[config.mk]
export PLATFORM = sky130hd
export DESIGN_NAME = times_table_ram
export DESIGN_NICKNAME = d
export VERILOG_FILES = /design/src/rtl/tt_pkg.sv /design/src/rtl/tt_ram.sv /design/src/rtl/times_table_ram.sv
export SDC_FILE = /design/constraint.sdc
export NUM_CORES = 1
export LEC_CHECK = 0
export ABC_CLOCK_PERIOD_IN_PS = 4100
export BUFFER_PORTS_ARGS = -buffer_cell sky130_fd_sc_hd__buf_2
export CAP_MARGIN = 30
export CORE_ASPECT_RATIO = 1.2
export CORE_MARGIN = 2
export CORE_UTILIZATION = 62
export CTS_CLUSTER_DIAMETER = 40
export DETAILED_ROUTE_END_ITERATION = 6
export HOLD_SLACK_MARGIN = 0.02
export PLACE_DENSITY = 0.78
export SLEW_MARGIN = 20
export SYNTH_ARGS = -nofsm -noshare
export SYNTH_HDL_FRONTEND = slang
export SYNTH_SLANG_ARGS = --single-unit
[constraint.sdc]
create_clock -name clk -period 4.1 [get_ports clk]
set_input_delay 0.615 -clock clk [delete_from_list [all_inputs] [get_ports clk]]
set_output_delay 0.615 -clock clk [all_outputs]
set_load 0.005 [all_outputs]
[src/rtl/tt_pkg.sv]
// rtl/tt_pkg.sv - shared types and default operand widths for the times table RAM
package tt_pkg;

  localparam int TT_WA = 3;
  localparam int TT_WB = 3;

  typedef enum logic {
    INIT  = 1'b0,
    SERVE = 1'b1
  } tt_state_e;

endpackage

[src/rtl/tt_ram.sv]
// rtl/tt_ram.sv - single-port synchronous RAM with registered read, contents untouched by reset
module tt_ram #(
  parameter int W     = 6,
  parameter int AW    = 6,
  parameter int DEPTH = 2 ** AW
) (
  input  logic          clk,
  input  logic          we,
  input  logic [AW-1:0] addr,
  input  logic [W-1:0]  wdata,
  output logic [W-1:0]  rdata
);

  logic [W-1:0] mem [DEPTH];

  // Write when enabled; the read data is registered and returns the pre-write contents.
  always_ff @(posedge clk) begin
    if (we) begin
      mem[addr] <= wdata;
    end
    rdata <= mem[addr];
  end

endmodule

[src/rtl/times_table_ram.sv]
// rtl/times_table_ram.sv - builds an a*b lookup table by accumulation, then serves lookups with latency 2
module times_table_ram
  import tt_pkg::*;
#(
  parameter int WA = TT_WA,
  parameter int WB = TT_WB
) (
  input  logic             clk,
  input  logic             rst_n,
  input  logic             in_valid,
  output logic             in_ready,
  input  logic [WA-1:0]    a,
  input  logic [WB-1:0]    b,
  output logic             out_valid,
  output logic [WA+WB-1:0] result,
  output logic             init_done
);

  localparam int WR    = WA + WB;
  localparam int DEPTH = 2 ** (WA + WB);

  tt_state_e     state;
  tt_state_e     state_next;
  logic [WR-1:0] cnt;
  logic [WR-1:0] acc;
  logic [WR-1:0] acc_next;
  logic [WA-1:0] ia;
  logic [WB-1:0] ib;
  logic          ram_we;
  logic [WR-1:0] ram_addr;
  logic [WR-1:0] ram_rdata;
  logic          accept;
  logic          rd_valid;

  // Build address {ia,ib}: ib is the inner (low) index, ia the outer (high) index.
  assign ia = cnt[WR-1:WB];
  assign ib = cnt[WB-1:0];

  // ia*ib as a running sum: restart at zero on each new row, otherwise add ia.
  assign acc_next = (ib == '0) ? '0 : acc + {{WB{1'b0}}, ia};

  // State register.
  always_ff @(posedge clk) begin
    if (!rst_n) begin
      state <= INIT;
    end else begin
      state <= state_next;
    end
  end

  // Leave INIT after writing the last entry; SERVE only exits through reset.
  always_comb begin
    state_next = state;
    if (state == INIT && cnt == WR'(DEPTH - 1)) begin
      state_next = SERVE;
    end
  end

  // State-decoded outputs and the RAM port mux between table build and lookups.
  always_comb begin
    init_done = (state == SERVE);
    in_ready  = init_done;
    accept    = in_valid && init_done;
    ram_we    = (state == INIT);
    ram_addr  = (state == INIT) ? cnt : {a, b};
  end

  // Table build counter and accumulator advance once per INIT cycle.
  always_ff @(posedge clk) begin
    if (!rst_n) begin
      cnt <= '0;
      acc <= '0;
    end else if (state == INIT) begin
      cnt <= cnt + 1'b1;
      acc <= acc_next;
    end
  end

  // Request pipeline: RAM read stage, then output register holding the last result.
  always_ff @(posedge clk) begin
    if (!rst_n) begin
      rd_valid  <= 1'b0;
      out_valid <= 1'b0;
      result    <= '0;
    end else begin
      rd_valid  <= accept;
      out_valid <= rd_valid;
      if (rd_valid) begin
        result <= ram_rdata;
      end
    end
  end

  tt_ram #(
    .W    (WR),
    .AW   (WR),
    .DEPTH(DEPTH)
  ) u_ram (
    .clk  (clk),
    .we   (ram_we),
    .addr (ram_addr),
    .wdata(acc_next),
    .rdata(ram_rdata)
  );

endmodule

==> impl_results.md, run 1 <==
- CP max stage cell: dfxtp_1
- CTS Sinks: 411
- Switch Pwr: 0.00188 W
- DRT met1 WL: 13700 um
- DR WL met2: 19100 um
- Mapped Cells: 976
- Commonest non-fill, non-tap cells in the layout: 384 x edfxtp_1, 145 x a22oi_1, 68 x nor2_1
- IO Pins: 18
- Die Y: 178 um
- Initial Utilization: 63.3%
- Cell Chain, Critical Path: nand4bb_1 -> buf_4 -> nand2_1 -> buf_4 -> a22o_1 -> nor3_1 -> o32a_1 -> nand4_1
- WP data required: 4.52 ns
- Share of cells above drive strength 1: 12.7%
- Final wirelength: 38800 um
- Initial DRC count: 1364
- Post-synth top area share: 73.3%
- Post-Syn Area: 15700 um2
- PD cells: 495 nW/um2
- # diodes: 0
- EDFF count, synth: 384
- Bufs on Longest Clock Path: 3
- Commonest non-fill, non-tap cell in the layout: edfxtp_1
- Relative slew slack: 37.1%
- Sw Share: 21.6%
- DR WL/cell: 28.4 um
- CTS tree: built
- Final Skew: 0.0161 ns
- Total GRT Usage: 29.2%
- Power share of the combinational group: 3.9%
- RSZ-0062 raised after global routing: false
- Status: finished, final reports clean
- Hpwl dp: 23700 um
- Synthesized net count: 991
- # Post-CTS Setup Buffers: 0
- Clock power frac: 43.5%
- TritonCTS buffer count: 45
- Root Buffer: clkbuf_16
- DR DRC count: 0
- Synth Warn #: 0
- Vias after detailed routing: 9526
- Die Wd: 149 um
- Worst-path maximum fanout: 24
- Reg power frac: 52.6%
- Top_reg_cell synth: edfxtp_1
- Worst-margin pin slew: 0.936 ns
- Area Growth Syn to Fin: 12.0%
- Synth Register Bits: 411
- Antenna violations before repair: 0
- Yosys cell types: 53
- Worst-path clk slew: 0.06 ns
- First-pass GRT wire length: 56800 um
- DR pass1 iterations: 6
- Total gr overflow: 0
- Crit path top cell by count: buf_4
- Fin nets: 1021
- Total power: 0.00873 W
- R2r endpoint: u_ram.rdata[2]$_DFF_P_
- Setup slack, reg-to-reg: 1.09 ns
- MaxCap Viol Count: 0
- Tcrit/Tclk final: 73.4%
- Area contributors post-synth: edfxtp_1 73%, a22oi_1 6.9%, dfxtp_1 3.4%
- Hold WC Path Type: in2reg
- Clock latency at the later pin of the worst-skew pair: 0.54 ns
- Async S/R FF share, synth: 0%
- Hold Violations, Final: 0
- Met3 wire len: 3930 um
- Crit-path leading delay family: simple AND/OR/NAND/NOR gates
- Worst R2R Start: cnt[1]$_SDFFE_PN0N_
- Setup CP Type: reg2reg
- Hold_buf cts: 0
- Final min period: 3.01 ns
- CTS resizes: 0
- Buffer and inverter count on the worst path: 2
- Num rows: 63
- Count of final setup violators: 0
- Worst setup SP type: flip-flop
- Worst Hold Depth: 2
- Port bufs: 17
- Slew Limit Fails: 0
- Core Footprint: 24800 um2
- Vias in the first global route: 9239
- DR vias/cell: 6.98
- FF-to-FF path depth: 8
- Post-synth top area cell: edfxtp_1
- Sequential area share after synthesis: 76.8%
- Post-Synthesis Mean Instance Area: 16.1 um2
- Arrival time at the worst endpoint: 3.42 ns
- Hold Path End: rd_valid$_SDFF_PN0_
- TNS Setup: 0 ns
- Int Power: 0.00685 W
- Crit path capture type: flip-flop
- Max incr delay on CP: 0.70 ns
- Full die area: 26700 um2
- Largest net degree at the start of global routing: 66
- Fmax: 332 MHz
- Fin util: 70.9%
- Antenna-violating nets left: 0
- Gp weighted congestion: 0.884
- Leak: 5.76 nW
- Worst vdd ir: 0.306 mV
- Critical hold path startpoint: in_valid
- # H-tree levels: 2
- DR top layer: met4
-- power by group through the flow --
stage	clock network [W]	registers, W	logic (W)
final	0.00379	0.00459	0.000343
after global routing	0.00398	0.00459	0.000357
after CTS	0.00381	0.00459	0.000332
after detailed placement	0	0.00468	0.000328
after global placement	0	0.00468	0.000320
after floorplan	0	0.00465	0.000208
-- stage by stage --
| stage | hold WS (ns) | worst slack, ns | area (um2) | cells |
|---|---|---|---|---|
| 2_1_floorplan | 0.463 | 0.538 | 15700 | 976 |
| 5_1_grt | 0.328 | 1.04 | 17600 | 1365 |
| 3_5_place_dp | 0.513 | 0.894 | 16200 | 1283 |
| 4_1_cts | 0.321 | 0.859 | 17600 | 1364 |
| 3_3_place_gp | 0.496 | 0.899 | 16200 | 1281 |
| 6_report | 0.326 | 1.09 | 17600 | 1365 |
-- how the worst max path moves through the flow --
stage / startpoint / to / slack (ns) / cells past startpoint
4_1_cts: in_ready$_SDFFE_PN0P_ / u_ram.rdata[0]$_DFF_P_ / 0.86 / 8
5_1_grt: cnt[1]$_SDFFE_PN0N_ / u_ram.rdata[4]$_DFF_P_ / 1.04 / 7
6_report: cnt[1]$_SDFFE_PN0N_ / u_ram.rdata[2]$_DFF_P_ / 1.09 / 8
3_5_place_dp: in_ready$_SDFFE_PN0P_ / u_ram.rdata[2]$_DFF_P_ / 0.89 / 8
3_3_place_gp: in_ready$_SDFFE_PN0P_ / u_ram.rdata[2]$_DFF_P_ / 0.90 / 7
2_1_floorplan: cnt[4]$_SDFFE_PN0N_ / u_ram.mem[0][5]$_DFFE_PP_ / 0.54 / 5
-- synthesized netlist by cell type (5+ instances only) --
library cell and count:
nand4_1 34, a21oi_1 22, and2_1 9, a22o_1 24, nand2b_1 5, edfxtp_1 384
nand2_1 13, a22oi_1 145, nor3_1 13, clkbuf_1 22, o21ai_0 52, dfxtp_1 27
ha_1 5, nor2b_1 18, a41oi_1 18, buf_6 7, nor2_1 71, mux2i_1 10
buf_2 28
-- state kept, by name, indices dropped and copies added, names as in the netlist --
name,cells
u_ram.rdata,6
u_ram.mem,384
rd_valid,1
result,6
out_valid,1
in_ready,1
acc,6
cnt,6
-- per-layer routing --
layer / up-vias / global-route usage [%]
met5: - / 0
met4: 0 / 15.0
met3: 114 / 5.12
met2: 700 / 48.1
met1: 4706 / 37.6
li1: 4006 / -
-- kinds of logic after synthesis --
logic type	after synthesis	synth area share, %
flops	411	76.8
compound gates	279	12.6
simple gates	196	6.80
buf+inv	65	2.13
mux	14	0.923
fa+ha+maj	6	0.525
xor+xnor	5	0.278
-- area by class of cell --
type                       instances  area (um2)
sequential                       411       12100
fill                            1527        7220
multi-input combinational        500        3360
clock buffer                      56        1210
tap                              325         407
timing repair buffer              45         355
clock inverter                    25         196
inverter                           3        11.3
(Power assumes the default switching activity.)
==> inputs of run 2 (changes only) <==
--- a/config.mk
+++ b/config.mk
@@ -5,7 +5,7 @@
 export SDC_FILE = /design/constraint.sdc
 export NUM_CORES = 1
 export LEC_CHECK = 0
-export ABC_CLOCK_PERIOD_IN_PS = 4100
+export ABC_CLOCK_PERIOD_IN_PS = 3000
 export BUFFER_PORTS_ARGS = -buffer_cell sky130_fd_sc_hd__buf_2
 export CAP_MARGIN = 30
 export CORE_ASPECT_RATIO = 1.2
==> constraint.sdc (replaced) <==
create_clock -name clk -period 3 [get_ports clk]
set_input_delay 0.45 -clock clk [delete_from_list [all_inputs] [get_ports clk]]
set_output_delay 0.45 -clock clk [all_outputs]
set_load 0.005 [all_outputs]
==> run 2 against run 1 <==
Effect of this change:
- die area unchanged
- critical path depth did not move
- routed wire length is 1.2% higher
- sequential cell count unchanged
- count of clock-buffer cells in the layout shrank 7
- register-to-register slack got worse by 0.84 ns
- first-iteration DRC count increased by 9.8%
- hold slack got worse by 0.17 ns
- sequential power rose by 37%
- fmax increased by 9.5%
- final cell count rose by 0.51%
- via count about the same
==> impl_results.md, run 2 (synthesis results as in run 1) <==
- Commonest non-fill, non-tap cells in the layout: 384 x edfxtp_1, 145 x a22oi_1, 68 x nor2_1 (unchanged)
- Fin nets: 1033 (was 1021)
- Setup slack, reg-to-reg: 0.25 ns (was 1.09 ns)
- FF-to-FF path depth: 8 (unchanged)
- Top reg by flops: u_ram.mem (unchanged)
- Final min period: 2.75 ns (was 3.01 ns)
- PD cells: 658 nW/um2 (was 495 nW/um2)
- Dpl ws: 0.293 ns (was 0.894 ns)
- FF/Latch Area: 12100 um2 (unchanged)
- Dpl cell area: 16400 um2 (was 16200 um2)
- Clock latency at the later pin of the worst-skew pair: 0.54 ns (about the same)
- Worst-margin pin slew: 0.937 ns (was 0.936 ns)
- Area Growth Syn to Fin: 12.4% (was 12.0%)
- Finished Layout Cells: 1372 (was 1365)
- # Post-CTS Setup Buffers: 0 (unchanged)
- Die Y: 178 um (unchanged)
- First-pass GRT wire length: 58100 um (was 56800 um)
- Root Buffer: clkbuf_16 (unchanged)
- Crit path capture type: flip-flop (unchanged)
- Hold Violations, Final: 0 (unchanged)
- Antenna violations before repair: 0 (unchanged)
- Full die area: 26700 um2 (unchanged)
- TritonCTS buffer count: 43 (was 45)
- Status: finished, final reports clean (unchanged)
- Worst-path clk slew: 0.06 ns (about the same)
- Worst setup SP type: flip-flop (unchanged)
- Die Wd: 149 um (unchanged)
- Count of final setup violators: 0 (unchanged)
- DR DRC count: 0 (unchanged)
- Final WS setup: 0.251 ns (was 1.09 ns)
- Fin area: 17700 um2 (was 17600 um2)
- Commonest non-fill, non-tap cell in the layout: edfxtp_1 (unchanged)
- Vias in the first global route: 9263 (was 9239)
- CTS tree: built (unchanged)
- Leak: 5.80 nW (was 5.76 nW)
- TNS Setup: 0 ns (unchanged)
- Multi-input logic area: 3360 um2 (unchanged)
- Hold Path End: rd_valid$_SDFF_PN0_ (unchanged)
- Critical hold path startpoint: in_valid (unchanged)
- Fillcell total: 1522 (was 1527)
- Core Footprint: 24800 um2 (unchanged)
- DR vias/cell: 6.94 (was 6.98)
- Vias after detailed routing: 9518 (was 9526)
- Gp weighted congestion: 0.910 (was 0.884)
- Worst Hold Depth: 2 (unchanged)
- Arrival time at the worst endpoint: 3.16 ns (was 3.42 ns)
- Slew Limit Fails: 0 (unchanged)
- R2r endpoint: u_ram.rdata[5]$_DFF_P_ (was u_ram.rdata[2]$_DFF_P_)
- DR pass1 iterations: 6 (unchanged)
- # H-tree levels: 2 (unchanged)
- Relative slew slack: 37.5% (was 37.1%)
- Bufs on Longest Clock Path: 3 (unchanged)
- WP data required: 3.41 ns (was 4.52 ns)
- MaxCap Viol Count: 0 (unchanged)
- Num rows: 63 (unchanged)
- Total gr overflow: 0 (unchanged)
- Largest net degree at the start of global routing: 65 (was 66)
- Port bufs: 17 (unchanged)
- Max reg flops: 384 (unchanged)
- Final wirelength: 39300 um (was 38800 um)
- Placed cell count: 1298 (was 1283)
- Initial DRC count: 1498 (was 1364)
- Initial Utilization: 63.3% (unchanged)
- Share of cells above drive strength 1: 13.7% (was 12.7%)
- Worst vdd ir: 0.469 mV (was 0.306 mV)
- Antenna-violating nets left: 0 (unchanged)
- Hold WC Path Type: in2reg (unchanged)
- Worst R2R Start: in_ready$_SDFFE_PN0P_ (was cnt[1]$_SDFFE_PN0N_)
- CTS resizes: 0 (unchanged)
- Setup CP Type: reg2reg (unchanged)
- Total GRT Usage: 30.0% (was 29.2%)
- Fmax: 364 MHz (was 332 MHz)
- Hpwl dp: 23900 um (was 23700 um)
- Worst-path maximum fanout: 29 (was 24)
- CTS Sinks: 411 (unchanged)
- Hold_buf cts: 0 (unchanged)
- Tcrit/Tclk final: 91.6% (was 73.4%)
- Final Skew: 0.0179 ns (was 0.0161 ns)
- Min Hold Slack: 0.160 ns (was 0.326 ns)
- # diodes: 0 (unchanged)
- IO Pins: 18 (unchanged)
- DR WL/cell: 28.6 um (was 28.4 um)
- RSZ-0062 raised after global routing: false (unchanged)
run 2: cell count changes in the layout (fill, tap and decap cells not counted):
| cell | before | now |
|---|---|---|
| buf_12 | 2 | 11 |
| buf_4 | 23 | 31 |
| clkbuf_16 | 47 | 43 |
| clkbuf_1 | 9 | 6 |
| buf_8 | 2 | 0 |
| clkinv_2 | 6 | 8 |
| buf_16 | 1 | 0 |
| clkinv_1 | 7 | 6 |
| clkinv_4 | 2 | 1 |
| clkinv_8 | 2 | 1 |
| clkinvlp_4 | 1 | 2 |
run 2: power by group:
group          total [W]  internal [W]  switching (W)
registers        0.00627       0.00623      0.0000471
clock network    0.00489       0.00274        0.00216
logic           0.000471      0.000152       0.000319
total             0.0116       0.00911        0.00252
run 2: worst max path at each step:
stage                                startpoint                        end  slack, ns  cells past startpoint
after floorplan             cnt[4]$_SDFFE_PN0N_  u_ram.mem[0][5]$_DFFE_PP_       0.27                      5
after global placement                     b[2]     u_ram.rdata[3]$_DFF_P_       0.36                      8
after detailed placement                   b[2]     u_ram.rdata[4]$_DFF_P_       0.29                      8
after CTS                 in_ready$_SDFFE_PN0P_     u_ram.rdata[4]$_DFF_P_       0.33                      8
after global routing      in_ready$_SDFFE_PN0P_     u_ram.rdata[4]$_DFF_P_       0.14                      8
final                     in_ready$_SDFFE_PN0P_     u_ram.rdata[5]$_DFF_P_       0.25                      8
run 2: metal layers:
metal	track usage (%)	share of wire, %	up-vias
met4	12.3	4.4	0
met3	5.93	10	129
met5	0	0	-
met1	40.0	36	4683
met2	48.9	49	675
li1	-	-	4031
run 2: per-stage QoR:
stage	utilization, %	power, W
final	71.2	0.0116
after global routing	71.2	0.0119
after CTS	71.2	0.0116
after detailed placement	66.0	0.00685
after global placement	66.0	0.00684
after floorplan	-	0.00664
run 2: critical path: stages (launching register included):
cell	delay, ns
dfxtp_1	0.39
buf_12	0.21
and4bb_2	0.23
or2_1	0.51
buf_4	0.36
a22oi_1	0.16
nand4_1	0.22
a21oi_1	0.38
nand4b_1	0.15
run 2: cell type report:
| type | count | area share (%) |
|---|---|---|
| clock buffers | 49 | 6.22 |
| clock inverters | 25 | 1.05 |
| inverters | 3 | 0.0637 |
| multi-input cells | 500 | 19.0 |
| flip-flops and latches | 411 | 68.3 |
| well taps | 325 | 2.30 |
| repair buffers | 59 | 3.04 |
